## config.mk

```make
export PLATFORM = sky130hd
export DESIGN_NAME = seg7_scan_ctrl_flat
export DESIGN_NICKNAME = d
export VERILOG_FILES = /design/src/rtl/seg7_scan_ctrl_if.sv /design/src/rtl/seg7_scan_ctrl.sv /design/src/flat_wrapper.sv
export SDC_FILE = /design/constraint.sdc
export NUM_CORES = 1
export LEC_CHECK = 0
export BUFFER_PORTS_ARGS = -buffer_cell sky130_fd_sc_hd__buf_2
export CORE_ASPECT_RATIO = 0.9
export CORE_MARGIN = 3
export CORE_UTILIZATION = 60
export DETAILED_ROUTE_END_ITERATION = 8
export PLACE_DENSITY = 0.87
export RECOVER_POWER = 100
export SLEW_MARGIN = 40
export SYNTH_ARGS = -nofsm -noshare
export SYNTH_HDL_FRONTEND = slang
export SYNTH_SLANG_ARGS = --single-unit
```

## constraint.sdc

```tcl
create_clock -name clk -period 4.9 [get_ports clk]
set_clock_uncertainty 0.1 [all_clocks]
set_input_delay 0.735 -clock clk [delete_from_list [all_inputs] [get_ports clk]]
set_output_delay 0.735 -clock clk [all_outputs]
set_load 0.02 [all_outputs]
```

## src/rtl/seg7_scan_ctrl_if.sv

```systemverilog
// seg7_scan_ctrl_if
//   Bundles the host update inputs and the display drive outputs of the
//   4-digit 7-segment scan controller.
//   Ports (all signals, directions seen from the slave/controller side):
//     hexIn[15:0]  in   new display value, digit k = hexIn[4k+3:4k]
//     dpIn[3:0]    in   new decimal-point bits, one per digit
//     enIn[3:0]    in   new digit enables (0 blanks that digit)
//     load         in   1-cycle strobe capturing hexIn/dpIn/enIn
//     pending      out  captured value not yet applied to the display
//     sel[1:0]     out  current digit index
//     nibble[3:0]  out  hex nibble of digit sel
//     dp           out  decimal-point bit of digit sel
//     an[3:0]      out  anode enables, one-hot-active or all off
//     frameTick    out  1-cycle pulse at the start of each frame
interface seg7_scan_ctrl_if;
  logic [15:0] hexIn;
  logic [3:0]  dpIn;
  logic [3:0]  enIn;
  logic        load;
  logic        pending;
  logic [1:0]  sel;
  logic [3:0]  nibble;
  logic        dp;
  logic [3:0]  an;
  logic        frameTick;

  modport master (
    output hexIn, dpIn, enIn, load,
    input  pending, sel, nibble, dp, an, frameTick
  );

  modport slave (
    input  hexIn, dpIn, enIn, load,
    output pending, sel, nibble, dp, an, frameTick
  );
endinterface

```

## src/rtl/seg7_scan_ctrl.sv

```systemverilog
// seg7_scan_ctrl
//   Time-multiplexed scan controller for a 4-digit 7-segment display.
//   Each digit owns a slot of CLK_DIV cycles; the first BLANK_CYC cycles of
//   every slot keep all anodes off to suppress ghosting. Host updates are
//   captured into shadow registers and copied to the active registers only
//   at the frame boundary (sel 3->0), so a frame never mixes old and new data.
//   Ports:
//     clk    in  system clock
//     rst_n  in  asynchronous active-low reset
//     bus    slave modport of seg7_scan_ctrl_if (host update + display drive)
//   Parameters:
//     CLK_DIV     cycles per digit slot (2..2^20)
//     BLANK_CYC   blanked cycles at the start of each slot (0..CLK_DIV-1)
//     AN_ACT_LOW  1: anodes active-low, 0: active-high
//
//   state | meaning
//   DIG0  | scanning digit 0 (frame start)
//   DIG1  | scanning digit 1
//   DIG2  | scanning digit 2
//   DIG3  | scanning digit 3; slot end here is the frame boundary
module seg7_scan_ctrl #(
  parameter int CLK_DIV    = 50000,
  parameter int BLANK_CYC  = 500,
  parameter bit AN_ACT_LOW = 1'b1
) (
  input  logic             clk,
  input  logic             rst_n,
  seg7_scan_ctrl_if.slave  bus
);

  localparam int             PW      = $clog2(CLK_DIV);
  localparam logic [PW-1:0]  P_LAST  = PW'(CLK_DIV - 1);
  localparam logic [PW-1:0]  BLANK_P = PW'(BLANK_CYC);
  localparam logic [3:0]     AN_OFF  = AN_ACT_LOW ? 4'hF : 4'h0;

  typedef enum logic [1:0] {
    DIG0 = 2'd0,
    DIG1 = 2'd1,
    DIG2 = 2'd2,
    DIG3 = 2'd3
  } digitE;

  digitE          digState, digNext;
  logic [PW-1:0]  prescale, prescaleNext;
  logic           slotEnd, frameEnd;

  logic [15:0] shadowHex, shadowHexNext;
  logic [3:0]  shadowDp,  shadowDpNext;
  logic [3:0]  shadowEn,  shadowEnNext;
  logic [15:0] activeHex, activeHexNext;
  logic [3:0]  activeDp,  activeDpNext;
  logic [3:0]  activeEn,  activeEnNext;
  logic        pendingQ,  pendingNext;

  logic        blankDone;
  logic [3:0]  anOneHot;
  logic [3:0]  nibbleNext, anNext;
  logic        dpNext;
  logic [3:0]  nibbleQ, anQ;
  logic        dpQ, frameTickQ;

  assign slotEnd      = (prescale == P_LAST);
  assign frameEnd     = slotEnd && (digState == DIG3);
  assign prescaleNext = slotEnd ? '0 : prescale + 1'b1;

  // Digit FSM: state register
  always_ff @(posedge clk or negedge rst_n) begin
    if (!rst_n) begin
      digState <= DIG0;
      prescale <= '0;
    end else begin
      digState <= digNext;
      prescale <= prescaleNext;
    end
  end

  // Digit FSM: next state, advancing once per slot
  always_comb begin
    digNext = digState;
    if (slotEnd) begin
      case (digState)
        DIG0:    digNext = DIG1;
        DIG1:    digNext = DIG2;
        DIG2:    digNext = DIG3;
        DIG3:    digNext = DIG0;
        default: digNext = DIG0;
      endcase
    end
  end

  // Double-buffered update. A load coinciding with the frame boundary goes
  // straight to the active set so it is not delayed by a whole frame.
  always_comb begin
    shadowHexNext = shadowHex;
    shadowDpNext  = shadowDp;
    shadowEnNext  = shadowEn;
    activeHexNext = activeHex;
    activeDpNext  = activeDp;
    activeEnNext  = activeEn;
    pendingNext   = pendingQ;
    if (frameEnd) begin
      pendingNext = 1'b0;
      if (bus.load) begin
        activeHexNext = bus.hexIn;
        activeDpNext  = bus.dpIn;
        activeEnNext  = bus.enIn;
      end else if (pendingQ) begin
        activeHexNext = shadowHex;
        activeDpNext  = shadowDp;
        activeEnNext  = shadowEn;
      end
    end else if (bus.load) begin
      shadowHexNext = bus.hexIn;
      shadowDpNext  = bus.dpIn;
      shadowEnNext  = bus.enIn;
      pendingNext   = 1'b1;
    end
  end

  // Blanking decision is taken on the prescaler value the outputs will
  // accompany, keeping an aligned with sel/nibble after registering.
  generate
    if (BLANK_CYC == 0) begin : gNoBlank
      assign blankDone = 1'b1;
    end else begin : gBlank
      assign blankDone = (prescaleNext >= BLANK_P);
    end
  endgenerate

  always_comb begin
    nibbleNext = activeHexNext[4*digNext +: 4];
    dpNext     = activeDpNext[digNext];
    anOneHot   = 4'b0000;
    if (blankDone && activeEnNext[digNext]) begin
      anOneHot = 4'b0001 << digNext;
    end
    anNext = AN_ACT_LOW ? ~anOneHot : anOneHot;
  end

  always_ff @(posedge clk or negedge rst_n) begin
    if (!rst_n) begin
      shadowHex  <= '0;
      shadowDp   <= '0;
      shadowEn   <= '0;
      activeHex  <= '0;
      activeDp   <= '0;
      activeEn   <= '0;
      pendingQ   <= 1'b0;
      nibbleQ    <= '0;
      dpQ        <= 1'b0;
      anQ        <= AN_OFF;
      frameTickQ <= 1'b0;
    end else begin
      shadowHex  <= shadowHexNext;
      shadowDp   <= shadowDpNext;
      shadowEn   <= shadowEnNext;
      activeHex  <= activeHexNext;
      activeDp   <= activeDpNext;
      activeEn   <= activeEnNext;
      pendingQ   <= pendingNext;
      nibbleQ    <= nibbleNext;
      dpQ        <= dpNext;
      anQ        <= anNext;
      frameTickQ <= frameEnd;
    end
  end

  assign bus.pending   = pendingQ;
  assign bus.sel       = digState;
  assign bus.nibble    = nibbleQ;
  assign bus.dp        = dpQ;
  assign bus.an        = anQ;
  assign bus.frameTick = frameTickQ;

endmodule

```

## src/flat_wrapper.sv

```systemverilog
// flat-port wrapper written by rule: the top's interface ports become plain ports
module seg7_scan_ctrl_flat 
#(
  parameter int CLK_DIV    = 50000,
  parameter int BLANK_CYC  = 500,
  parameter bit AN_ACT_LOW = 1'b1
)
  (clk, rst_n, bus_hexIn, bus_dpIn, bus_enIn, bus_load, bus_pending, bus_sel, bus_nibble, bus_dp, bus_an, bus_frameTick);
  seg7_scan_ctrl_if bus_i ();
  input  logic clk;
  input  logic rst_n;
  input wire logic [$bits(bus_i.hexIn)-1:0] bus_hexIn;
  input wire logic [$bits(bus_i.dpIn)-1:0] bus_dpIn;
  input wire logic [$bits(bus_i.enIn)-1:0] bus_enIn;
  input wire logic [$bits(bus_i.load)-1:0] bus_load;
  output wire logic [$bits(bus_i.pending)-1:0] bus_pending;
  output wire logic [$bits(bus_i.sel)-1:0] bus_sel;
  output wire logic [$bits(bus_i.nibble)-1:0] bus_nibble;
  output wire logic [$bits(bus_i.dp)-1:0] bus_dp;
  output wire logic [$bits(bus_i.an)-1:0] bus_an;
  output wire logic [$bits(bus_i.frameTick)-1:0] bus_frameTick;
  assign bus_i.hexIn = bus_hexIn;
  assign bus_i.dpIn = bus_dpIn;
  assign bus_i.enIn = bus_enIn;
  assign bus_i.load = bus_load;
  assign bus_pending = bus_i.pending;
  assign bus_sel = bus_i.sel;
  assign bus_nibble = bus_i.nibble;
  assign bus_dp = bus_i.dp;
  assign bus_an = bus_i.an;
  assign bus_frameTick = bus_i.frameTick;
  seg7_scan_ctrl #(.CLK_DIV(CLK_DIV), .BLANK_CYC(BLANK_CYC), .AN_ACT_LOW(AN_ACT_LOW)) u_core (.clk(clk), .rst_n(rst_n), .bus(bus_i));
endmodule
```

==> run summary, run 1 <==
DP HPWL = 5390 um
DRC viols = 0
syn_area_per_cell = 10.9 um^2
non-filler cells, final = 469
CP required = 5.09 ns
worst reg2reg startpoint = u_core.prescale[7]$_DFF_PN0_
Max VDD drop = 205 uV
cts hold-fix bufs = 0
Setup violations, final = 0
largest net degree at the start of global routing = 78
worst-margin pin slew = 1.20 ns
Longest Clk Path Bufs = 2
number of global-route vias before repair = 2764
number of synthesized flops with an enable pin = 0
R2R depth = 7
Worst-path clk slew = 0.08 ns
Multi-input gate area = 0.00165 mm^2
CP max FO = 33
Syn. warnings = 0
CTS Buf Count = 9
Synthesized Nets = 379
first-pass GRT wire length = 13600 um
WS Path Type = reg -> reg
diodes inserted = 0
unrepaired setup endpoints after global routing = no
Netlist Area Pre-Place = 0.00379 mm^2
post-synth cell types = 52
ys flop type = dfrtp_1
RD Place Congestion = 0.833
detailed-route via count = 2792
Worst-Skew Late Latency = 0.35 ns
setup tns final = 0 ns
leakage power = 1.80 nW
Routed Antenna Nets = 0
Vias/cell = 5.95
Synth-to-Final Area Change = 8.62%
worst relative slew slack = 20.2%
Tot GR Track Use = 23.8%
htree depth = 3
Critical Path Sink Type = flip-flop
Max-Cap Viols = 0
post-CTS setup buffer count = 0
asr flop ratio synth = 100%
most common cell after layout, fill and taps aside = dfrtp_1
Power Density = 295 mW/mm^2
crit path DAT = 3.79 ns
grt ovf = 0
sequential fraction of the synthesis area = 51.0%
1st-iter DRT viols = 241
fin. max-slew vios = 0
Worst setup SP type = flip-flop
DP Cell Count = 453
chip height = 81.4 um
Initial Utilization = 64.3%
routed len/inst = 17.1 um
IO Port Bufs = 39
Final #Nets = 411
row count = 26
post_cts resized = 0
drt total wl = 8000 um
die area = 0.00730 mm^2
synthesis-stage register bit count = 77
R2R Path End = u_core.bus.nibble[2]$_DFF_PN0_
min Tclk post-route = 3.61 ns
CORE AREA = 0.00589 mm^2
antenna violations before repair = 0
most used cells in the layout excluding fill and tap cells = dfrtp_1 (73), nand2_1 (72), buf_2 (25)
final-report hold violation count = 0
worst path cell trace = nor4b_1 -> nand4_2 -> clkbuf_1 -> o2bb2a_1 -> o211ai_1 -> a22o_1 -> a221o_1
layout cells sized above 1 = 17.9%
status = completed
final period utilization = 73.6%
Initial DRT Pass Iterations = 5
CTS Sinks = 77
Hold Crit Class = in -> async
CTS tree = done
Seq. cell area = 0.00193 mm^2
Peak Freq = 277 MHz
CTS root buffer = clkbuf_8
I/O pin count = 40
die width = 89.7 um
fillcell total = 436
Critical Path Max Stage Delay = 0.69 ns
Reg2Reg Setup Slack = 1.29 ns
Slowest-stage cell, CP = nand4_2
post-synthesis instance total = 348
[cell type report]
cell class | instances | share of cell area (%)
clock buffers | 12 | 3.53
repair buffers | 42 | 4.96
inverters | 8 | 0.730
well taps | 84 | 2.55
clock inverters | 4 | 1.16
multi-input cells | 242 | 40.1
flip-flops and latches | 77 | 47.0
[registers in the layout, summed over array words and instances, names as in the netlist]
name,flops
u_core.activeHex,16
u_core.prescale,16
u_core.shadowHex,16
u_core.activeDp,4
u_core.activeEn,4
u_core.bus.an,4
u_core.bus.nibble,4
u_core.shadowDp,4
u_core.shadowEn,4
u_core.bus.sel,2
u_core.bus.dp,1
u_core.bus.frameTick,1
u_core.bus.pending,1
[Yosys cell counts (2+ instances only)]
cell / n / area [um^2]
ha_1: 4 / 50.1
and4_1: 2 / 17.5
buf_6: 2 / 22.5
xor2_1: 12 / 105
a22oi_1: 12 / 90.1
dfstp_2: 4 / 105
nand3_1: 9 / 45.0
mux2_2: 14 / 158
buf_4: 3 / 22.5
and3_1: 2 / 12.5
o211ai_1: 19 / 143
or3_1: 2 / 12.5
nor2_2: 2 / 12.5
nor2_1: 20 / 75.1
clkbuf_1: 10 / 37.5
inv_1: 7 / 26.3
buf_2: 6 / 30.0
nand2_1: 72 / 270
nand4_2: 2 / 25.0
o21ai_1: 2 / 10.0
xnor2_1: 5 / 43.8
nor4b_4: 2 / 47.6
nand4_1: 6 / 37.5
dfrtp_1: 73 / 1830
nor3_1: 3 / 15.0
mux2_1: 10 / 113
o2bb2a_1: 18 / 180
[cell families (layout without fill, tap and decap cells)]
family | Yosys count | count (layout) | synth area share [%]
simple gates | 132 | 132 | 18.1
mux | 26 | 26 | 7.99
flops | 77 | 77 | 51.0
fa+ha+maj | 4 | 4 | 1.32
buf+inv | 29 | 66 | 3.77
compound gates | 63 | 63 | 13.9
xor+xnor | 17 | 17 | 3.93
[worst max-delay path: cells and delay by family, from the launching register on]
kind                   cells  cell delay (ns)
AND/OR/NAND/NOR            2             1.36
flip-flops                 1             0.46
buffers and inverters      1             0.67
AO/OA/AOI/OAI              4             0.95
[through the flow]
step / area [um^2] / power [mW] / setup slack [ns] / hold slack [ns] / utilization (%)
finish: 4110 / 1.21 / 1.29 / 0.293 / 69.9
global route: 4110 / 1.26 / 0.887 / 0.347 / 69.9
CTS: 4200 / 1.22 / 1.94 / 0.333 / 71.3
detailed placement: 4010 / 0.755 / 1.96 / 0.376 / 68.0
global placement: 4000 / 0.751 / 1.72 / 0.374 / 67.9
floorplan: 3790 / 0.717 / 2.63 / 0.339 / -
[routing by layer]
layer	part of all wire (%)	global-route usage, %	vias to the layer above	routed length, um
met5	0	0	-	0
met2	48	37.0	108	3820
met4	1.3	8.12	0	102
met3	6.5	6.76	10	519
li1	-	-	1302	-
met1	45	32.5	1372	3560
[worst max path at each step]
stage,end,depth (start not counted),startpoint
CTS,u_core.bus.nibble[2]$_DFF_PN0_,8,u_core.prescale[0]$_DFF_PN0_
global route,u_core.bus.nibble[2]$_DFF_PN0_,7,u_core.prescale[7]$_DFF_PN0_
detailed placement,u_core.shadowDp[0]$_DFFE_PN0P_,5,u_core.prescale[0]$_DFF_PN0_
finish,u_core.bus.nibble[2]$_DFF_PN0_,7,u_core.prescale[7]$_DFF_PN0_
floorplan,u_core.bus.nibble[1]$_DFF_PN0_,9,bus_load
global placement,u_core.shadowEn[0]$_DFFE_PN0P_,5,u_core.prescale[0]$_DFF_PN0_
[power by group]
part           switching (mW)  internal, mW  total, mW
Combinational          0.0420        0.0311     0.0731
Clock                   0.222         0.248      0.470
Sequential             0.0115         0.658      0.669
Note: power is estimated with default switching activity, not from simulation.
==> run 2: changes to the inputs <==
CORE_UTILIZATION = 53   (was 60)
PLACE_DENSITY = 0.82   (was 0.87)
clock period = 2.93 ns   (was 4.9 ns; I/O delays follow)
==> run 2 against run 1 <==
Against the previous run: the run now ends with capacitance limit, slew limit left; flip-flop and latch count did not move; cell count rose by 1.9%; sequential share of layout area fell by 0.65 points; worst setup slack got worse by 0.91 ns; highest routed layer unchanged.
==> run summary, run 2 (same netlist as run 1, synthesis figures left out) <==
htree depth = 3
worst relative slew slack = -24.2%
I/O pin count = 40
Initial Utilization = 56.0%
CTS Sinks = 77
detailed-route via count = 2748
Seq. cell area = 0.00193 mm^2
DP Cell Count = 463
most used cells in the layout excluding fill and tap cells = dfrtp_1 (73), nand2_1 (72), buf_2 (25)
WS Path Type = reg -> reg
Setup violations, final = 0
die width = 95.1 um
violated checks = capacitance limit, slew limit
crit path DAT = 2.72 ns
Vias/cell = 5.75
DP HPWL = 5520 um
row count = 28
post-route cell area = 0.00417 mm^2
IO Port Bufs = 39
final-report hold violation count = 0
unrepaired setup endpoints after global routing = no
number of global-route vias before repair = 2822
Cell Area, Placed = 0.00405 mm^2
CP required = 3.11 ns
fin. max-slew vios = 78
grt ovf = 0
Hold Crit Class = in -> reg
worst path cell trace = ha_1 -> and3_1 -> nand4_1 -> mux2i_1 -> clkinv_1 -> nor2_1 -> a22oi_1 -> nand2_1
Final #Nets = 415
post_cts resized = 0
Max-Cap Viols = 1
Worst setup SP type = flip-flop
non-filler cells, final = 478
Slowest-stage cell, CP = dfrtp_1
CTS Buf Count = 9
worst-margin pin slew = 1.86 ns
routed len/inst = 16.3 um
CP max FO = 6
Max VDD drop = 300 uV
diodes inserted = 0
RD Place Congestion = 0.895
status = complete, but fails checks
DRC viols = 0
fillcell total = 549
Power Density = 491 mW/mm^2
setup tns final = 0 ns
Worst-path clk slew = 0.08 ns
drt total wl = 7810 um
Tot GR Track Use = 21.5%
Multi-input gate area = 0.00166 mm^2
final period utilization = 86.9%
leakage power = 1.81 nW
chip height = 86.2 um
Worst-Skew Late Latency = 0.34 ns
Critical Path Max Stage Delay = 0.41 ns
Initial DRT Pass Iterations = 5
min Tclk post-route = 2.55 ns
cts hold-fix bufs = 0
1st-iter DRT viols = 197
final hold slack = 0.219 ns
Critical Path Sink Type = flip-flop
Synth-to-Final Area Change = 10.1%
post-CTS setup buffer count = 0
Longest Clk Path Bufs = 2
largest net degree at the start of global routing = 78
most common cell after layout, fill and taps aside = dfrtp_1
CORE AREA = 0.00676 mm^2
Peak Freq = 393 MHz
first-pass GRT wire length = 13600 um
die area = 0.00820 mm^2
Routed Antenna Nets = 0
CTS tree = done
layout cells sized above 1 = 18.6%
Largest regs = u_core.activeHex x16, u_core.prescale x16, u_core.shadowHex x16
CTS root buffer = clkbuf_8
antenna violations before repair = 0
-- run 2: layout make-up --
cell class / instances / area share, %
clock inverters: 3 / 1.08
well taps: 90 / 2.70
clock buffers: 12 / 3.72
inverters: 8 / 0.720
multi-input cells: 242 / 39.8
flip-flops and latches: 77 / 46.3
repair buffers: 46 / 5.70
-- run 2: report_power, final --
part / total, mW / switching (mW) / internal (mW)
registers: 1.12 / 0.0184 / 1.10
clock network: 0.806 / 0.370 / 0.436
logic: 0.123 / 0.0696 / 0.0529
-- run 2: routing by layer --
layer	vias up	wire length, um	global-route usage, %	share of wire, %
met5	-	0	0	0
met4	0	153	9.83	2.0
met3	16	371	4.43	4.8
met2	61	3690	32.0	47
met1	1357	3590	30.5	46
li1	1314	-	-	-
-- run 2: final timing paths --
kind / start / cells after the start / slack, ns / endpoint
max in group asynchronous: rst_n / 1 / 1.13 / u_core.prescale[3]$_DFF_PN0_
hold reg to reg: u_core.activeEn[3]$_DFF_PN0_ / 2 / 0.39 / u_core.activeEn[3]$_DFF_PN0_
setup reg to reg: u_core.prescale[0]$_DFF_PN0_ / 8 / 0.38 / u_core.bus.dp$_DFF_PN0_
hold / removal: bus_hexIn[7] / 2 / 0.22 / u_core.shadowHex[7]$_DFFE_PN0P_
min in group asynchronous: rst_n / 1 / 0.50 / u_core.shadowHex[11]$_DFFE_PN0P_
setup / recovery: u_core.prescale[0]$_DFF_PN0_ / 8 / 0.38 / u_core.bus.dp$_DFF_PN0_
-- run 2: critical path, delay by kind of cell, from the launching register on --
kind            cells  cell delay (ns)
compound gates      1             0.15
fa+ha+maj           1             0.28
buf+inv             1             0.21
flops               1             0.41
mux                 1             0.39
simple gates        4             0.95
-- run 2: per-stage QoR --
step	util [%]	worst slack (ns)	power, mW
after detailed placement	60.0	0.462	1.27
after global placement	59.9	0.567	1.26
final	61.7	0.384	2.05
after CTS	62.9	0.410	2.07
after global routing	61.7	0.114	2.14
after floorplan	-	0.703	1.20
==> run 3: changes to the inputs <==
CAP_MARGIN = 15   (was default)
CORE_UTILIZATION = 55   (was 53)
CTS_BUF_LIST = sky130_fd_sc_hd__clkbuf_4 sky130_fd_sc_hd__clkbuf_8   (was default)
PLACE_DENSITY = 0.84   (was 0.82)
==> run 3 against run 2 <==
Against the previous run: critical endpoint is now u_core.shadowHex[3]$_DFFE_PN0P_; first-iteration DRC count up 30%; cell count unchanged; clock power up 25%; combinational power about the same; the run still ends with capacitance limit, slew limit left; worst hold slack better by 0.0035 ns; core utilization up 2.1 points; fmax up 0.56%.
==> run summary, run 3 (same netlist as run 1, synthesis figures left out) <==
Hold Crit Start = bus_hexIn[9]
worst reg2reg startpoint = u_core.prescale[11]$_DFF_PN0_
worst-margin pin slew = 1.84 ns
WS Path Type = reg -> reg
Largest regs = u_core.activeHex x16, u_core.prescale x16, u_core.shadowHex x16
Final #Nets = 414
Max VDD drop = 299 uV
Routed Antenna Nets = 0
crit path DAT = 2.66 ns
CP startpoint = u_core.prescale[11]$_DFF_PN0_
DP HPWL = 5330 um
final-report hold violation count = 0
DRC viols = 0
final period utilization = 86.4%
most common cell after layout, fill and taps aside = dfrtp_1
final hold slack = 0.223 ns
violated checks = capacitance limit, slew limit
htree depth = 3
Peak Freq = 395 MHz
1st-iter DRT viols = 257
Critical Path Sink Type = flip-flop
grt ovf = 0
CP required = 3.06 ns
drt total wl = 7970 um
Worst setup SP type = flip-flop
worst relative slew slack = -22.4%
RD Place Congestion = 0.856
largest net degree at the start of global routing = 78
diodes inserted = 0
Initial DRT Pass Iterations = 4
die width = 93.5 um
CP max FO = 63
antenna violations before repair = 0
Util after Layout = 63.8%
Worst-path clk slew = 0.08 ns
most used cells in the layout excluding fill and tap cells = dfrtp_1 (73), nand2_1 (72), buf_2 (25)
fillcell total = 505
CTS Sinks = 77
leakage power = 1.85 nW
post-CTS setup buffer count = 0
cts hold-fix bufs = 0
Setup violations, final = 0
setup tns final = 0 ns
post_cts resized = 0
Hold Crit Class = in -> reg
Power Density = 532 mW/mm^2
CTS tree = done
chip height = 84.7 um
Setup WS pre-CTS = 0.457 ns
post-route cell area = 0.00423 mm^2
die area = 0.00792 mm^2
Initial Utilization = 57.2%
Vias/cell = 5.84
unrepaired setup endpoints after global routing = no
first-pass GRT wire length = 13000 um
detailed-route via count = 2792
Max-Cap Viols = 1
status = complete, but fails checks
CORE AREA = 0.00662 mm^2
min Tclk post-route = 2.53 ns
Worst-Skew Late Latency = 0.34 ns
Cell Area, Placed = 0.00405 mm^2
row count = 28
I/O pin count = 40
Tot GR Track Use = 21.0%
CTS root buffer = clkbuf_8
Longest Clk Path Bufs = 2
final worst slack = 0.398 ns
routed len/inst = 16.7 um
CTS Buf Count = 9
Synth-to-Final Area Change = 11.6%
fin. max-slew vios = 78
IO Port Bufs = 39
number of global-route vias before repair = 2623
layout cells sized above 1 = 19.1%
run 3: changes by cell type in the layout (fill, tap and decap cells not counted):
| cell | change |
|---|---|
| bufinv_16 | +2 |
| inv_2 | +1 |
| clkbuf_4 | +1 |
| clkinvlp_4 | -2 |
| clkbuf_8 | +1 |
| buf_4 | -1 |
| clkbuf_1 | -1 |
| clkinv_1 | -1 |
run 3: path summary, 6_finish.rpt:
path                                                         end  slack [ns]  depth (start not counted)
max in group asynchronous                u_core.bus.dp$_DFF_PN0_        1.14                          1
worst max-delay path             u_core.shadowHex[3]$_DFFE_PN0P_        0.40                          6
worst min-delay path             u_core.shadowHex[9]$_DFFE_PN0P_        0.22                          2
worst max register to register   u_core.shadowHex[3]$_DFFE_PN0P_        0.40                          6
worst min register to register    u_core.shadowEn[3]$_DFFE_PN0P_        0.40                          1
min in group asynchronous       u_core.shadowHex[15]$_DFFE_PN0P_        0.49                          1
run 3: worst max-delay path, cell delays in order (launching register included):
cell and delay (ns):
dfrtp_1 0.47, nor4b_4 0.39, nand4_1 0.20, buf_12 0.24, nand2_1 0.11, clkbuf_1 0.48, mux2_2 0.41
run 3: power by group:
group / leakage, nW / total, mW / internal (mW) / switching, mW
Sequential: 0.859 / 1.12 / 1.10 / 0.0178
Combinational: 0.855 / 0.121 / 0.0519 / 0.0689
Clock: 0.133 / 1.01 / 0.646 / 0.366
run 3: layout make-up:
class,instances,area [um^2],area share (%)
clock inverter,3,90.1,2.13
tap,90,113,2.66
multi-input combinational,242,1660,39.3
clock buffer,13,173,4.09
inverter,8,30.0,0.710
sequential,77,1930,45.7
timing repair buffer,45,230,5.45
run 3: per-layer routing:
layer | share of wire [%] | up-vias | GRT usage, %
li1 | - | 1312 | -
met3 | 6.8 | 17 | 3.58
met5 | 0 | - | 0
met1 | 44 | 1364 | 30.3
met4 | 1.9 | 0 | 8.66
met2 | 47 | 99 | 31.6
run 3: metrics by stage:
step | std cells | total power, mW
final | 478 | 2.25
after global routing | 478 | 2.35
after CTS | 478 | 2.27
after detailed placement | 462 | 1.26
after global placement | 462 | 1.26
after floorplan | 348 | 1.20
